$ cat config.mk
export PLATFORM = sky130hd
export DESIGN_NAME = mac_pe
export DESIGN_NICKNAME = d
export VERILOG_FILES = /design/src/rtl/mac_pe.sv
export SDC_FILE = /design/constraint.sdc
export NUM_CORES = 1
export LEC_CHECK = 0
export CAP_MARGIN = 10
export CORE_ASPECT_RATIO = 0.7
export CORE_UTILIZATION = 50
export CTS_CLUSTER_DIAMETER = 100
export DETAILED_ROUTE_END_ITERATION = 12
export PLACE_DENSITY = 0.8
export REMOVE_ABC_BUFFERS = 1
export SLEW_MARGIN = 10
export SYNTH_ARGS = -nofsm -noshare
export SYNTH_HDL_FRONTEND = slang
export SYNTH_SLANG_ARGS = --single-unit
$ cat constraint.sdc
create_clock -name clk -period 6.5 [get_ports clk]
set_clock_uncertainty 0.2 [all_clocks]
set_input_delay 1.3 -clock clk [delete_from_list [all_inputs] [get_ports clk]]
set_output_delay 1.3 -clock clk [all_outputs]
set_load 0.02 [all_outputs]
$ cat src/rtl/mac_pe.sv
// Weight-stationary signed multiply-accumulate PE for the systolic array.
// Define MAC_PE_SATURATE_EN to saturate the accumulate add instead of wrapping.
module mac_pe #(
   parameter int DATA_WIDTH = 8,
   parameter int ACC_WIDTH  = 32
) (
   input  logic                  clk,
   input  logic                  rst_n,
   input  logic                  enable,
   input  logic                  load_weight,
   input  logic                  clear_acc,
   input  logic [DATA_WIDTH-1:0] weight_in,
   input  logic [DATA_WIDTH-1:0] act_in,
   output logic [DATA_WIDTH-1:0] act_out,
   input  logic [ACC_WIDTH-1:0]  psum_in,
   output logic [ACC_WIDTH-1:0]  psum_out
);

   localparam int PROD_WIDTH = 2 * DATA_WIDTH;

   logic signed [DATA_WIDTH-1:0] weight_reg;
   logic signed [PROD_WIDTH-1:0] product;
   logic signed [ACC_WIDTH-1:0]  product_ext;
   logic        [ACC_WIDTH-1:0]  sum_next;

   assign product     = weight_reg * $signed(act_in);
   assign product_ext = {{(ACC_WIDTH - PROD_WIDTH){product[PROD_WIDTH-1]}}, product};

`ifdef MAC_PE_SATURATE_EN
   // One guard bit exposes signed overflow: the top two bits disagree.
   logic [ACC_WIDTH:0] sum_wide;

   assign sum_wide = {psum_in[ACC_WIDTH-1], psum_in} +
                     {product_ext[ACC_WIDTH-1], product_ext};

   always_comb begin
      sum_next = sum_wide[ACC_WIDTH-1:0];
      if (sum_wide[ACC_WIDTH] != sum_wide[ACC_WIDTH-1]) begin
         if (sum_wide[ACC_WIDTH])
            sum_next = {1'b1, {(ACC_WIDTH-1){1'b0}}};
         else
            sum_next = {1'b0, {(ACC_WIDTH-1){1'b1}}};
      end
   end
`else
   assign sum_next = psum_in + product_ext;
`endif

   // NOTE: sequential state uses non-blocking assignments so every flop samples pre-edge values.
   always_ff @(posedge clk or negedge rst_n) begin
      if (!rst_n)
         weight_reg <= '0;
      else if (load_weight)
         weight_reg <= weight_in;
   end

   always_ff @(posedge clk or negedge rst_n) begin
      if (!rst_n) begin
         act_out  <= '0;
         psum_out <= '0;
      end else if (enable) begin
         act_out  <= act_in;
         psum_out <= clear_acc ? '0 : sum_next;
      end
   end

endmodule

==> impl_metrics.env <==
export IMPL_status="complete, but fails checks"
export IMPL_dieHeight_um=91.9
export IMPL_die_area_um2=12000
export IMPL_cts_buffers=5
export IMPL_crit_path_end_kind="flip-flop"
export IMPL_period_share_pct=118
export IMPL_reg2reg_slack_ps=-690
export IMPL_layout_common_cells="buf_4 (129), inv_1 (84), clkdlybuf4s50_1 (83)"
export IMPL_portBuffers=92
export IMPL_syn2layout_area_growth_pct=55.7
export IMPL_violations="setup timing"
export IMPL_ys_ff_latch=48
export IMPL_clkSlewWorstSetupHoldPaths_ps=80
export IMPL_endpoint="psum_out[25]$_DFFE_PN0P_"
export IMPL_first_iter_violations=853
export IMPL_clock_sinks=48
export IMPL_groute_usage_overall_pct=38.2
export IMPL_core_rowCount=32
export IMPL_gp_congestion=0.955
export IMPL_overflow=0
export IMPL_syn_area_um2=5770
export IMPL_synth_edf_count=0
export IMPL_dr_total_vias=6599
export IMPL_avgSynthCellArea_um2=9.52
export IMPL_drv_slew=0
export IMPL_initial_core_util_pct=51.8
export IMPL_worstPathArrival_ps=7680
export IMPL_die_w_um=130
export IMPL_hold_viol_final=0
export IMPL_cp_slowest_cell="xnor2_1"
export IMPL_cp_common_cell="fa_1"
export IMPL_final_nets=1014
export IMPL_grt_pass1_wl_um=34500
export IMPL_grt_setup_unrepaired="true"
export IMPL_hold_slack_ps=300
export IMPL_final_layout_size_suffix_gt1_share_pct=36.6
export IMPL_grt_pass1_vias=6694
export IMPL_wl_um=26800
export IMPL_cp_start_kind="primary input"
export IMPL_synth_top_area_share_pct=20.8
export IMPL_synth_top_area_cell="dfrtp_1"
export IMPL_crit_start="act_in[1]"
export IMPL_ioPinCount=93
export IMPL_worst_pin_slew_ps=1160
export IMPL_drc=0
export IMPL_synth_flop_cell="dfrtp_1"
export IMPL_final_common_cell="buf_4"
export IMPL_seq_area_frac_synth_pct=20.8
export IMPL_antenna_found_initial=1
export IMPL_reg2reg_depth=24
export IMPL_rr_startpoint="weight_reg[7]$_DFFE_PN0P_"
export IMPL_grt_start_max_net_pins=49
export IMPL_cp_required_ps=6510
export IMPL_syn_inst=606
export IMPL_max_freq_mhz=130
export IMPL_htreeDepth=2
export IMPL_setup_viol=23
export IMPL_min_delay_path_class="flip-flop to flip-flop"
export IMPL_wire_per_inst_um=26.9
export IMPL_yosysUniqueCellTypes=54
export IMPL_clock_tree_root_cell="clkbuf_16"
export IMPL_insertion_delay_ps=330
export IMPL_yosysWarnings=0
export IMPL_cts_buffer_depth=2
export IMPL_path_class="primary input to flip-flop"
export IMPL_dr_pass1_iters=7
export IMPL_maxCapViolCount=0
export IMPL_path_max_fanout=7
export IMPL_r2r_end="psum_out[25]$_DFFE_PN0P_"
export IMPL_drtAntennaViolNets=0
export IMPL_avgViaCountPerCell=6.61
export IMPL_finalCriticalPeriod_ps=7670
export IMPL_max_stage_delay_ps=680
export IMPL_relSlewSlack_pct=22.7
export IMPL_hpwl_um=12900
export IMPL_core_um2=11100
export IMPL_worst_slack_ps=-1170
export IMPL_tritoncts="done"
export IMPL_ys_top_cells_by_area="dfrtp_1 (21%), fa_1 (19%), ha_1 (13%), inv_1 (6.8%), and2_1 (5.1%)"
export IMPL_async_flop_share_pct=100
export IMPL_largest_register_ffs=32
-- cell usage after synthesis (all sizes together), types with 4 or more instances --
cell     count
o2111ai      4
nor2         9
mux2        17
clkbuf       6
o21ai       12
xor2         8
a22o        15
xnor2       29
nand2       31
fa          56
inv        104
nand3b       6
nand3        7
nor3         7
ha          62
o31ai        5
o32ai        4
a21oi       33
dfrtp       48
and3         6
nor2b       11
o21a         8
a31oi        4
and2        47
o21bai       4
nand2b       7
a21o        14
a211oi       5
-- worst max-delay path, delay by kind of cell --
| family | cells | cell delay, ps |
|---|---|---|
| simple gates | 3 | 380 |
| xor+xnor | 1 | 680 |
| fa+ha+maj | 6 | 2750 |
| compound gates | 7 | 1710 |
| buf+inv | 8 | 830 |
-- cell families after synthesis --
group	synth area share, %
buffers and inverters	7.29
AOI/OAI and AO/OA	16.5
adders and majority gates	32.9
xor gates and xnor gates	5.62
DFF	20.8
and+or+nand+nor	13.6
muxes	3.32
-- metrics by stage --
step	instance area, um2	util, %	setup slack (ps)	setup TNS (ps)	cells
2_1_floorplan	5740	-	-1320	-15230	598
3_3_place_gp	7710	69.3	-1340	-21680	958
3_5_place_dp	7710	69.3	-1650	-27070	958
6_report	8980	80.7	-1170	-19870	998
4_1_cts	8570	77.0	-222	-1490	985
5_1_grt	8970	80.6	-1210	-20990	997
-- per-layer routing --
layer | wire, um | share of wire, % | up-vias | global-route usage, %
met3 | 3620 | 13 | 288 | 9.68
met2 | 11500 | 43 | 719 | 60.1
li1 | - | - | 2533 | -
met1 | 9090 | 34 | 3059 | 47.0
met5 | 0 | 0 | - | 0
met4 | 2560 | 9.6 | 0 | 23.4
-- worst min path at each step --
stage                              start                         to  slack [ps]  depth (start not counted)
4_1_cts         psum_out[30]$_DFFE_PN0P_   psum_out[30]$_DFFE_PN0P_         290                          2
3_3_place_gp     psum_out[1]$_DFFE_PN0P_    psum_out[1]$_DFFE_PN0P_         270                          2
3_5_place_dp    psum_out[30]$_DFFE_PN0P_   psum_out[30]$_DFFE_PN0P_         280                          2
6_report        psum_out[29]$_DFFE_PN0P_   psum_out[29]$_DFFE_PN0P_         300                          1
5_1_grt         psum_out[10]$_DFFE_PN0P_   psum_out[10]$_DFFE_PN0P_         320                          1
2_1_floorplan  weight_reg[0]$_DFFE_PN0P_  weight_reg[0]$_DFFE_PN0P_         370                          1
-- layout make-up --
| cell class | instances | area [um2] |
|---|---|---|
| inverters | 104 | 393 |
| repair buffers | 238 | 2100 |
| multi-input cells | 446 | 4920 |
| flip-flops and latches | 48 | 1200 |
| clock inverters | 3 | 46.3 |
| well taps | 153 | 191 |
| diodes | 1 | 2.50 |
| clock buffers | 5 | 125 |
| fillers | 547 | 2150 |
-- repair_timing --
| action | 4_1_cts | 5_1_grt |
|---|---|---|
| hold buffers | 0 | 0 |
| endpoints found under the setup margin | 21 | 21 |
| buffers inserted | 19 | 13 |
| resized for setup | 162 | 68 |
| pin swaps | 75 | 64 |
Power is not shown: default switching activity piles up to over one toggle a cycle in this logic, so the estimate is an artifact.
